$ cat src/rtl/sgb_packet_rx.sv
// Super Game Boy command-packet receiver.
// Decodes the P14/P15 pulse protocol from the GB joypad select lines into
// 16-byte packets and double-buffers them for the SNES-side ICD2 reader.
//
// Ports:
//   clk, reset_n    clock, synchronous active-low reset
//   clk_en          GB CPU clock enable; joy_p54 sampled only on these ticks
//   joy_p54         select lines, [0]=P14, [1]=P15
//   pkt_rd_addr     byte index into the output buffer
//   pkt_rd_data     registered output-buffer byte (1 clk latency)
//   pkt_valid       a complete packet is held in the output buffer
//   pkt_ack         single-clk "packet consumed" pulse from the SNES side
//   pkt_overrun     sticky: a packet completed while pkt_valid was set
//   rx_busy         a packet is in progress
module sgb_packet_rx #(
    parameter int TIMEOUT = 70224
) (
    input  logic       clk,
    input  logic       reset_n,
    input  logic       clk_en,
    input  logic [1:0] joy_p54,
    input  logic [3:0] pkt_rd_addr,
    output logic [7:0] pkt_rd_data,
    output logic       pkt_valid,
    input  logic       pkt_ack,
    output logic       pkt_overrun,
    output logic       rx_busy
);

    typedef enum logic [1:0] {
        S_IDLE,
        S_WAIT_HI,
        S_RECV
    } state_t;

    localparam logic [16:0] TMO_LIM = 17'(TIMEOUT);
    localparam logic [1:0]  L_HIGH  = 2'b11;
    localparam logic [1:0]  L_RST   = 2'b00;
    localparam logic [1:0]  L_B0    = 2'b10;
    localparam logic [1:0]  L_B1    = 2'b01;

    state_t      state_q;
    logic [1:0]  p_q;
    logic [7:0]  bit_cnt_q;
    logic [16:0] tmo_q;
    logic [7:0]  stg_q  [16];
    logic [7:0]  obuf_q [16];
    logic        valid_q;
    logic        ovr_q;
    logic        busy_q;
    logic [7:0]  rd_q;

    logic        pulse;
    logic [16:0] tmo_d;
    logic        tmo_hit;
    logic        can_load;

    // A pulse is a change to any non-idle level; a held level counts once.
    assign pulse    = clk_en && (joy_p54 != p_q) && (joy_p54 != L_HIGH);
    assign tmo_d    = (tmo_q == '1) ? tmo_q : tmo_q + 17'd1;
    assign tmo_hit  = (tmo_d >= TMO_LIM);
    // An ack on the commit edge frees the output buffer for the new packet.
    assign can_load = !valid_q || pkt_ack;

    always_ff @(posedge clk) begin
        if (!reset_n) begin
            state_q   <= S_IDLE;
            p_q       <= L_HIGH;
            bit_cnt_q <= '0;
            tmo_q     <= '0;
            valid_q   <= 1'b0;
            ovr_q     <= 1'b0;
            busy_q    <= 1'b0;
            rd_q      <= '0;
            for (int i = 0; i < 16; i++) begin
                stg_q[i]  <= '0;
                obuf_q[i] <= '0;
            end
        end else begin
            rd_q <= obuf_q[pkt_rd_addr];

            // Commit logic below overrides these when both hit one edge.
            if (pkt_ack) begin
                valid_q <= 1'b0;
                ovr_q   <= 1'b0;
            end

            if (clk_en) begin
                p_q <= joy_p54;

                if (pulse && joy_p54 == L_RST) begin
                    for (int i = 0; i < 16; i++) begin
                        stg_q[i] <= '0;
                    end
                    bit_cnt_q <= '0;
                    tmo_q     <= '0;
                    state_q   <= S_WAIT_HI;
                    busy_q    <= 1'b1;
                end else begin
                    unique case (state_q)
                        S_IDLE: begin
                            tmo_q <= '0;
                        end
                        S_WAIT_HI: begin
                            if (joy_p54 == L_HIGH) begin
                                state_q <= S_RECV;
                                tmo_q   <= '0;
                            end else if (tmo_hit) begin
                                state_q <= S_IDLE;
                                busy_q  <= 1'b0;
                                tmo_q   <= '0;
                            end else begin
                                tmo_q <= tmo_d;
                            end
                        end
                        S_RECV: begin
                            if (pulse) begin
                                tmo_q <= '0;
                                if (!bit_cnt_q[7]) begin
                                    stg_q[bit_cnt_q[6:3]][bit_cnt_q[2:0]]
                                        <= (joy_p54 == L_B1);
                                    bit_cnt_q <= bit_cnt_q + 8'd1;
                                    state_q   <= S_WAIT_HI;
                                end else begin
                                    // 129th pulse is the stop bit.
                                    state_q <= S_IDLE;
                                    busy_q  <= 1'b0;
                                    if (joy_p54 == L_B0) begin
                                        if (can_load) begin
                                            obuf_q  <= stg_q;
                                            valid_q <= 1'b1;
                                            ovr_q   <= 1'b0;
                                        end else begin
                                            ovr_q <= 1'b1;
                                        end
                                    end
                                end
                            end else if (tmo_hit) begin
                                state_q <= S_IDLE;
                                busy_q  <= 1'b0;
                                tmo_q   <= '0;
                            end else begin
                                tmo_q <= tmo_d;
                            end
                        end
                        default: begin
                            state_q <= S_IDLE;
                            busy_q  <= 1'b0;
                        end
                    endcase
                end
            end
        end
    end

    assign pkt_rd_data = rd_q;
    assign pkt_valid   = valid_q;
    assign pkt_overrun = ovr_q;
    assign rx_busy     = busy_q;

endmodule

$ cat config.mk
export PLATFORM = sky130hd
export DESIGN_NAME = sgb_packet_rx
export DESIGN_NICKNAME = d
export VERILOG_FILES = /design/src/rtl/sgb_packet_rx.sv
export SDC_FILE = /design/constraint.sdc
export NUM_CORES = 1
export LEC_CHECK = 0
export CAP_MARGIN = 10
export CELL_PAD_IN_SITES_DETAIL_PLACEMENT = 0
export CELL_PAD_IN_SITES_GLOBAL_PLACEMENT = 2
export CORE_ASPECT_RATIO = 2
export CORE_MARGIN = 2
export CORE_UTILIZATION = 28
export DETAILED_ROUTE_END_ITERATION = 6
export PLACE_DENSITY = 0.61
export SYNTH_ARGS = -nofsm -noshare
export SYNTH_HDL_FRONTEND = slang
export SYNTH_SLANG_ARGS = --single-unit
$ cat constraint.sdc
create_clock -name clk -period 2.3 [get_ports clk]
set_input_delay 0.345 -clock clk [delete_from_list [all_inputs] [get_ports clk]]
set_output_delay 0.345 -clock clk [all_outputs]
set_load 0.02 [all_outputs]
==> flow_summary_export.csv <==
group,metric,value,unit
final_layout,fillerInstances,4787,
worst_hold_path,worst_hold_path_type,"input pin to flip-flop",
worst_setup_path,arrival,2730,ps
worst_hold_path,critical_hold_path_startpoint,"pkt_ack",
power_and_ir_drop,total_design_power,10.9,mW
worst_setup_path,critical_path.endpoint_type,"flip-flop",
routing,wl_per_cell,20.2,um
place,place_inst,2189,
final_layout,layout_common_cells,"nand2_1 (296), dfxtp_1 (293), a21oi_1 (274)",
power_and_ir_drop,ir_drop,485,uV
die,core_area,46400,um2
timing,worst_hold_slack,414,ps
yosys,synthesis.nets,1553,
grt,global_route_hottest_layer,"met2",
routing,routed_via_density,5.22,
timing,relSlewSlack,0.584,
grt,globalRouteMet3Util,0.0206,
worst_setup_path,worstPathMaxFanout,9,
timing,final.setup.worst_slack,34.0,ps
timing,timing.final.hold_violations,0,
final_layout,nets,1610,
die,initial_utilization,0.282,
routing,drt_drc_violations_left,0,
final_layout,layout_commonest_cell,"nand2_1",
yosys,mappedNetlistArea,13100,um2
place,detailedPlacementHpwl,30.4,mm
worst_setup_path,critical_path.startpoint_type,"flip-flop",
yosys,postSynth.asyncResetShare,0,
run,max_cap_violations,0,
final_layout,antenna_cells,0,
clocking,tritoncts,"yes",
yosys,post-synth-top-area-fraction,0.452,
clocking,cts_root_buf,"clkbuf_16",
die,core.rowCount,112,
timing,final-max-slew-violation-count,0,
yosys,yosys.area.top_type,"dfxtp_1",
run_status,status,"completed",
place,place.port_buffers,20,
worst_setup_path,worstReg2RegStart,"tmo_q[0]",
timing,final.period_utilization,0.985,
grt,remaining_global_route_overflow,0,
yosys,synth.top_cells.by_area,"dfxtp_1 (45%), a21oi_1 (11%), nand2_1 (8.5%)",
timing,timing_worst_slew_pin_value,623,ps
clocking,clock_tree.htree_level_count,1,
yosys,synth-edff-count,0,
yosys,synth_cells,1538,
timing,layout_min_cycle_time,2270,ps
final_layout,syn2layout_area_growth,23.4,%
yosys,most_used_flip_flop_cell_after_synthesis,"dfxtp_1",
clocking,clk_transition_reported_paths,60,ps
grt,antenna_found_initial,0,
yosys,ys_seq_elements,296,
worst_setup_path,critPathRequiredTime,2760,ps
routing,antenna_violating_nets_post_route,0,
yosys,syn-mean-instance-area,8.52,um2
yosys,synthesis.yosys.warnings,0,
grt,gr-usage-met1,0.243,
grt,grt_start_max_net_pins,93,
clocking,clk-insertion-delay-late,600,ps
yosys,yosys.cell_types.count,74,
worst_setup_path,timing_worst_setup_path_type,"flip-flop to flip-flop",
die,die_area,48600,um2
power_and_ir_drop,powerDensity,674,nW/um2
final_layout,stdcell_count,2242,
clocking,numCtsBuffers,31,
yosys,yosysSeqAreaShare,0.452,
clocking,cts-hold-fix-buffers,0,
grt,globalRouteMet2Util,0.324,
grt,wire_length_of_the_first_global_routing_pass,69.8,mm
routing,wl,45.2,mm
place,place.gp.congestion,0.794,
place,dp_worst_setup_slack,-374,ps
routing,drt_first_iter_violations,780,
timing,rsz0062_at_grt,"yes",
grt,groute.usage.overall,0.187,
final_layout,drive_above_1_share,0.179,
timing,setup_total_negative_slack,0,ps
grt,via_count_of_the_first_global_routing_pass,11600,
routing,drt_pass1_iterations,5,
clocking,postCtsSetupRepairBufs,0,
die,dieWidth,157,um
timing,report.final.setup_viol,0,
timing,finalClockSkew,25.1,ps
die,num_io_pins,21,
die,chipHeight,310,um
worst_setup_path,setup.worst_path.start,"tmo_q[0]",
clocking,clock_sink_count,296,
timing,max_clock_freq,441,MHz
clocking,cts_buffer_depth,3,
routing,routed-via-count,11700,
power_and_ir_drop,cellLeakagePower,5.08,nW
==> final cells by class <==
type	count	area, um2	area share
clock buffers	44	895	0.0553
repair buffers	162	1680	0.104
clock inverters	9	165	0.0102
well taps	627	785	0.0485
flip-flops and latches	296	5930	0.367
multi-input cells	1098	6690	0.414
inverters	6	30.0	0.00186
==> sequential cells by signal, summed over array words and instances (netlist names) <==
register / cells
obuf_q: 128
stg_q: 128
tmo_q: 17
bit_cnt_q: 8
pkt_rd_data: 8
p_q: 2
state_q: 2
pkt_overrun: 1
pkt_valid: 1
rx_busy: 1
==> path summary, 6_finish.rpt <==
check | end | slack (ps) | cells after the start
worst max-delay path | tmo_q[6] | 30 | 12
worst min-delay path | pkt_overrun | 410 | 2
worst max register to register | tmo_q[6] | 30 | 12
worst min register to register | obuf_q[5] | 440 | 2
==> cell families (layout without fill, tap and decap cells) <==
group | count (synthesis) | after routing | synth area share
AO/OA/AOI/OAI | 450 | 450 | 0.204
XOR/XNOR | 8 | 8 | 0.00535
adder cells (fa/ha/maj) | 5 | 5 | 0.00478
buffers and inverters | 144 | 221 | 0.0471
flip-flops | 296 | 296 | 0.452
multiplexers | 44 | 44 | 0.0718
AND/OR/NAND/NOR | 591 | 591 | 0.214
==> per-stage QoR <==
step           cell area [um2]   util
2_1_floorplan            13100      -
3_3_place_gp             15000  0.324
3_5_place_dp             15000  0.324
4_1_cts                  16100  0.347
5_1_grt                  16200  0.349
6_report                 16200  0.349
==> Yosys cell counts, drive strengths merged (2+ instances only) <==
master  instances
nand3b          3
a41oi           2
a211oi          2
and2           16
or2             3
clkbuf        108
o32ai           2
o211ai        103
a31oi          12
nand2         297
ha              5
nand2b          8
nor3b           3
and3            6
mux2i           4
or3b            3
xor2            2
or3             3
inv             6
and4            5
nor2b           9
nor4            4
nor2           38
nand3         151
buf            30
nor4b           4
a21oi         277
o22ai           2
o21bai          2
nor3           22
xnor2           6
o21ai          36
dfxtp         296
mux4           40
nand4          12
==> power breakdown <==
part           switching, mW  internal [mW]
registers            0.00427           5.13
logic                  0.303          0.152
clock network           2.17           3.14
==> layer usage <==
metal / share of wire / wire length (um)
met4: 0.028 / 1260
met3: 0.041 / 1860
met5: 0 / 0
met1: 0.44 / 19900
met2: 0.49 / 22300
==> critical path, stage by stage (launching register included) <==
cell	delay, ps
dfxtp_2	350
ha_4	130
and4_4	280
buf_4	150
nand2_1	50
a31oi_1	170
xnor2_1	120
o22ai_2	210
o211ai_2	150
buf_6	160
buf_12	140
a32oi_2	180
nor2_1	60
==> timing repair <==
| item | CTS | global route |
|---|---|---|
| endpoints found under the setup margin | 20 | 113 |
| gates resized for setup | 8 | 17 |
| pin swaps | 4 | 14 |
Power figures use the tool's default switching activity.
